### config.mk
export PLATFORM = sky130hd
export DESIGN_NAME = mix_column
export DESIGN_NICKNAME = d
export VERILOG_FILES = /design/src/rtl/mix_column.sv
export SDC_FILE = /design/constraint.sdc
export NUM_CORES = 1
export LEC_CHECK = 0
export ABC_AREA = 1
export CAP_MARGIN = 10
export CORE_UTILIZATION = 50
export DETAILED_ROUTE_END_ITERATION = 12
export HOLD_SLACK_MARGIN = 0.15
export PLACE_DENSITY_LB_ADDON = 0.1
export SYNTH_ARGS = -nofsm -noshare
export SYNTH_HDL_FRONTEND = slang
export SYNTH_SLANG_ARGS = --single-unit
### constraint.sdc
create_clock -name clk -period 1.2 [get_ports clk]
set_input_delay 0.18 -clock clk [delete_from_list [all_inputs] [get_ports clk]]
set_output_delay 0.18 -clock clk [all_outputs]
set_load 0.02 [all_outputs]
### src/rtl/mix_column.sv
// AES MixColumns / InvMixColumns over a 128-bit state, one registered stage.
// All four columns are transformed in parallel with pure XOR/xtime logic.
module mix_column (
  input  logic         clk,
  input  logic         rst_n,
  input  logic         in_valid,
  input  logic         inv,
  input  logic [127:0] din,
  output logic [127:0] dout,
  output logic         out_valid
);

  function automatic logic [7:0] xt(input logic [7:0] b);
    xt = {b[6:0], 1'b0} ^ (b[7] ? 8'h1b : 8'h00);
  endfunction

  // Row 0 of the column product; rows 1..3 reuse it on a rotated column.
  function automatic logic [7:0] row0(input logic [7:0] a0, input logic [7:0] a1,
                                      input logic [7:0] a2, input logic [7:0] a3,
                                      input logic       iv);
    logic [7:0] x1 [4];
    logic [7:0] x2 [4];
    logic [7:0] x3 [4];
    logic [7:0] a  [4];
    a[0] = a0; a[1] = a1; a[2] = a2; a[3] = a3;
    for (int unsigned k = 0; k < 4; k++) begin
      x1[k] = xt(a[k]);
      x2[k] = xt(x1[k]);
      x3[k] = xt(x2[k]);
    end
    if (iv)
      row0 = (x3[0] ^ x2[0] ^ x1[0])      // 0e
           ^ (x3[1] ^ x1[1] ^ a[1])       // 0b
           ^ (x3[2] ^ x2[2] ^ a[2])       // 0d
           ^ (x3[3] ^ a[3]);              // 09
    else
      row0 = x1[0] ^ (x1[1] ^ a[1]) ^ a[2] ^ a[3];
  endfunction

  function automatic logic [31:0] col_mix(input logic [31:0] c, input logic iv);
    logic [7:0] b0, b1, b2, b3;
    b0 = c[31:24]; b1 = c[23:16]; b2 = c[15:8]; b3 = c[7:0];
    col_mix = {row0(b0, b1, b2, b3, iv),
               row0(b1, b2, b3, b0, iv),
               row0(b2, b3, b0, b1, iv),
               row0(b3, b0, b1, b2, iv)};
  endfunction

  logic [127:0] result;

  always_comb begin
    result = '0;
    for (int unsigned c = 0; c < 4; c++)
      result[32*(3-c) +: 32] = col_mix(din[32*(3-c) +: 32], inv);
  end

  always_ff @(posedge clk or negedge rst_n) begin
    if (!rst_n) begin
      dout      <= '0;
      out_valid <= 1'b0;
    end else begin
      out_valid <= in_valid;
      if (in_valid)
        dout <= result;
    end
  end

endmodule

==> flow_summary.json, run 1 <==
{
  "status": "did not finish",
  "failing_step": "global routing (5_1_grt)",
  "error_message": "[ERROR DPL-0038] Utilization greater than 100%, impossible to legalize",
  "globalroute.repair_timing.worst_endpoint": "dout[100]$_DFFE_PN0P_/D",
  "yosys_register_bits": 129,
  "synth_cells": 3991,
  "cts_sinks": 129,
  "rows": 80,
  "ctsLongestPathBuffers": 2,
  "hpwl_mm": 81.9,
  "post_synth_fa_ha_maj_area_fraction_pct": 0,
  "num_io_pins": 261,
  "synth_unique_cells": 37,
  "start_util_pct": 50.9,
  "cts-buffers-inserted": 17,
  "synthesis.area_um2": 24300,
  "die_h_um": 223,
  "sequential_fraction_of_the_synthesis_area_pct": 13.3,
  "ctsHtreeMaxLevel": 4,
  "synth.area.mux_share_pct": 0,
  "place.gp.congestion": 1.03,
  "worst_endpoint_kind": "register input",
  "post_synth_and_or_nand_nor_area_fraction_pct": 36.1,
  "clk_root_buffer_cell": "clkbuf_16",
  "synth_top_family_by_area": "simple AND/OR/NAND/NOR gates",
  "compound_gate_portion_of_the_synthesized_area_pct": 5.24,
  "numPortBuffers": 260,
  "maximum_number_of_pins_on_one_net_before_global_route_repair": 44,
  "syn-num-nets": 4123,
  "synthesized_area_fraction_occupied_by_xor_and_xnor_cells_pct": 34.2,
  "yosys_warnings": 0,
  "die_x_um": 223,
  "avgSynthCellArea_um2": 6.10
}
[synth_stat cells]
cell	count	area share (%)
a21o_1	5	0.15
a21oi_1	107	2.2
a31oi_1	37	0.95
and2_1	1	0.026
buf_1	9	0.14
buf_2	53	1.1
buf_4	43	1.3
buf_6	24	1.1
clkbuf_1	39	0.60
clkbuf_2	4	0.082
clkbuf_8	4	0.23
clkinv_1	2	0.031
dfrtp_1	129	13
inv_1	364	5.6
inv_2	52	0.80
inv_4	5	0.13
nand2_1	1529	24
nand2_2	58	1.5
nand2_4	20	0.93
nand2b_1	3	0.077
nand3_1	277	5.7
nand3b_1	27	0.83
nand4_1	6	0.15
nor2_1	165	2.5
o21ai_0	82	1.7
o21ai_1	6	0.12
o21bai_1	4	0.12
or2_0	1	0.026
or2_1	9	0.23
or2_2	21	0.54
xnor2_1	274	9.9
xnor2_2	16	1.1
xnor2_4	2	0.23
xnor3_1	1	0.092
xor2_1	586	21
xor2_2	22	1.5
xor2_4	4	0.45
[metrics by stage]
step	setup slack (ns)	cell area, um2	TNS (ns)	util [%]	instances
detailed placement	-1.12	36700	-125.67	76.8	5537
global placement	-1.08	36700	-121.75	76.8	5537
CTS	-0.112	42800	-5.24	89.4	5767
floorplan	-0.205	28000	-13.02	-	3991
[cell families after synthesis]
family | after synthesis
AOI/OAI and AO/OA | 241
DFF | 129
xor gates and xnor gates | 905
buffers and inverters | 599
and+or+nand+nor | 2117
[what timing repair did]
item,4_1_cts
gates cloned,5
setup endpoints to repair,257
setup buffers,194
hold buffers,6
hold endpoints to repair,133
resized for setup,1935
pin swaps,583
==> run 2: changes to the inputs <==
--- a/config.mk
+++ b/config.mk
@@ -7,10 +7,9 @@
 export LEC_CHECK = 0
 export ABC_AREA = 1
 export CAP_MARGIN = 10
-export CORE_UTILIZATION = 50
+export CORE_UTILIZATION = 35
 export DETAILED_ROUTE_END_ITERATION = 12
-export HOLD_SLACK_MARGIN = 0.15
-export PLACE_DENSITY_LB_ADDON = 0.1
+export PLACE_DENSITY_LB_ADDON = 0.15
 export SYNTH_ARGS = -nofsm -noshare
 export SYNTH_HDL_FRONTEND = slang
 export SYNTH_SLANG_ARGS = --single-unit
==> run 2 against run 1 <==
  * The flow now finishes, with violations (negative setup slack)
  * Synthesized area unchanged
  * Synthesized cell count unchanged
==> flow_summary.json, run 2 <==
{
  "cp.arrival_ns": 1.79,
  "power_frac_seq_pct": 14.0,
  "num-nets-final": 5421,
  "path_class": "in2reg",
  "rows": 96,
  "globalRoute.totalOverflow": 0,
  "maximum_number_of_pins_on_one_net_before_global_route_repair": 54,
  "mostFrequentLayoutCells": "nand2_1 (895), buf_4 (881), nand2_2 (382), xor2_1 (362), buf_6 (318)",
  "cts-buffers-inserted": 17,
  "numPortBuffers": 260,
  "cts_sinks": 129,
  "largest_register_ffs": 128,
  "status": "complete, but fails checks",
  "area_growth_pct": 99.9,
  "leakagePower_nw": 24.2,
  "max_freq_mhz": 739,
  "dr_drc_count": 0,
  "start_util_pct": 35.4,
  "yosysMostFrequentCell": "nand2_1",
  "slowest_stage": "xor2_1",
  "final.period_utilization_pct": 113,
  "avgSynthCellArea_um2": 6.10,
  "ys_async_sr_fraction_pct": 100,
  "power_switching_share_pct": 47.9,
  "design.die.area_um2": 70600,
  "pre_cts_slack_ns": -1.19,
  "yosys_most_used_dff": "dfrtp_1",
  "hpwl_mm": 83.2,
  "required_ns": 1.64,
  "die_h_um": 266,
  "finClkSkew_ns": 0,
  "yosys_register_bits": 129,
  "fin_tns_setup_ns": -7.29,
  "clkLatencyLatePin_ns": 0.51,
  "clk_root_buffer_cell": "clkbuf_16",
  "layout.cells.most_common": "nand2_1",
  "num_io_pins": 261,
  "synth_cells": 3991,
  "finalHoldViolCount": 0,
  "setup_viol": 181,
  "cellInternalPower_mw": 23.3,
  "timing.critical_path.slowest_cell_delay_ns": 0.31,
  "antenna_cells_inserted": 0,
  "critical_path_buf_inv_count": 4,
  "detail_route.iter0.violations": 2208,
  "ctsHtreeMaxLevel": 4,
  "synth_commonest_cells": "nand2_1 (1,529), xor2_1 (586), inv_1 (364)",
  "drt_pre_antenna_iters": 6,
  "final_layout_size_suffix_gt1_share_pct": 56.7,
  "synth_top_cell_area_share_pct": 23.6,
  "num-fill-cells": 5075,
  "die_x_um": 266,
  "track_usage_pct": 29.9,
  "first_global_vias": 28200,
  "worst_slack_ns": -0.154,
  "ctsLongestPathBuffers": 2,
  "sequence_of_cells_on_the_critical_path": "clkdlybuf4s15_2 -> buf_4 -> xnor2_1 -> xor2_1 -> xor2_1 -> buf_4 -> inv_1 -> nand2_1 -> nand3_1 -> a21oi_1",
  "ant_nets": 0,
  "synthesis.area_um2": 24300,
  "largestRegisters": "dout (128), out_valid (1)",
  "place.gp.congestion": 0.963,
  "share_clk_of_total_power_pct": 12.9,
  "cell_type_with_the_highest_aggregate_area_in_the_netlist": "nand2_1",
  "net-switching-power_mw": 21.4,
  "slew_headroom_pct": 68.1,
  "clk_pin_slew_worst_paths_ns": 0.08,
  "routed_wirelength_mm": 121,
  "worst_path_dominant_cell_family": "XOR/XNOR gates",
  "sequential_fraction_of_the_synthesis_area_pct": 13.3,
  "synth_unique_cells": 37,
  "max-cap-violations": 0,
  "finalWorstPathRequiredPeriod_ns": 1.35,
  "grt_first_pass_wirelength_mm": 161,
  "number_of_antenna_violations_at_the_first_check_in_global_routing": 1,
  "finalMaxSlewViolations": 0,
  "area_of_the_placeable_core_um2": 68700,
  "rsz0062_at_grt": "true",
  "classification_of_the_worst_slack_hold_path": "in2async",
  "power.density_cell_area_nw_per_um2": 919,
  "vias_per_cell": 5.03,
  "tightestPinTransition_ns": 0.477,
  "syn-num-nets": 4123,
  "worst_ir_drop_vdd_mv": 0.936,
  "yosys_warnings": 0,
  "largest_register_by_flop_count": "dout",
  "cp_max_fo": 3,
  "comb_power_share_pct": 73.1,
  "routed_len_inst_um": 19.5,
  "failed_checks": "negative setup slack",
  "cts_tree": "yes",
  "num_vias": 31300,
  "crit_path_capture_type": "register",
  "netlist_top_cells_area": "nand2_1 (24%), xor2_1 (21%), dfrtp_1 (13%), xnor2_1 (9.9%), nand3_1 (5.7%)",
  "worstSetupStartpointType": "primary input",
  "synth-edff-count": 0
}
## run 2: through the flow
stage               instance area (um2)  total power, mW  utilization (%)  std cells  hold WS [ns]
finish                            48700             44.7             70.8       6233         0.111
global route                      48700             47.0             70.8       6233         0.111
CTS                               42700             39.7             62.1       6093        0.0821
detailed placement                37400             30.6             54.5       5866        0.0824
global placement                  37400             30.4             54.5       5866        0.0817
floorplan                         28000             21.0                -       3991        -0.116
## run 2: routing by layer
| layer | part of all wire [%] | track usage (%) | up-vias | wire [um] |
|---|---|---|---|---|
| met5 | 0.012 | 0 | - | 14 |
| met2 | 48 | 50.0 | 1315 | 58800 |
| met1 | 40 | 39.9 | 15000 | 48600 |
| met4 | 5.2 | 9.71 | 2 | 6280 |
| li1 | - | - | 14600 | - |
| met3 | 6.3 | 3.61 | 395 | 7690 |
## run 2: final timing paths
check | slack, ns | start | endpoint | depth (start not counted)
max | -0.15 | din[75] | dout[94]$_DFFE_PN0P_ | 10
min | 0.11 | rst_n | dout[23]$_DFFE_PN0P_ | 2
max reg2reg | 0.30 | dout[30]$_DFFE_PN0P_ | dout[30]$_DFFE_PN0P_ | 4
min reg2reg | 0.51 | dout[33]$_DFFE_PN0P_ | dout[33]$_DFFE_PN0P_ | 2
max in group asynchronous | 0.53 | rst_n | dout[117]$_DFFE_PN0P_ | 3
min in group clk | 0.15 | inv | dout[17]$_DFFE_PN0P_ | 4
## run 2: repair_timing
action,4_1_cts,5_1_grt
hold buffers,2,0
pin swaps,448,785
cloned,3,2
setup buffers,200,163
hold endpoints to repair,130,0
endpoints found under the setup margin,257,256
gates resized for setup,1739,1212
## run 2: power groups by stage
stage	clock network (mW)	logic [mW]	registers [mW]
2_1_floorplan	0	13.9	7.11
3_3_place_gp	0	24.3	6.14
3_5_place_dp	0	24.5	6.11
4_1_cts	5.89	27.6	6.23
5_1_grt	5.96	34.7	6.34
6_report	5.76	32.7	6.26
## run 2: kinds of logic (layout without fill, tap and decap cells)
group | Yosys count | count (layout) | synth area share, %
AOI/OAI and AO/OA | 241 | 241 | 5.24
and+or+nand+nor | 2117 | 2119 | 36.1
xor gates and xnor gates | 905 | 905 | 34.2
DFF | 129 | 129 | 13.3
buffers and inverters | 599 | 1908 | 11.1
## run 2: layout make-up
| type | count | area (um2) | share of cell area (%) |
|---|---|---|---|
| clock inverter | 14 | 130 | 0.267 |
| multi-input combinational | 3265 | 27600 | 56.8 |
| inverter | 423 | 2210 | 4.55 |
| sequential | 129 | 3240 | 6.65 |
| timing repair buffer | 1453 | 13900 | 28.5 |
| tap | 931 | 1160 | 2.39 |
| clock buffer | 18 | 429 | 0.882 |
## run 2: worst register-to-register path: stages, from the launching register on
cell,delay (ns)
dfrtp_1,0.39
buf_4,0.13
buf_4,0.12
nor2_1,0.11
a21oi_2,0.04
No activity file was read; power rests on OpenSTA's default activity.
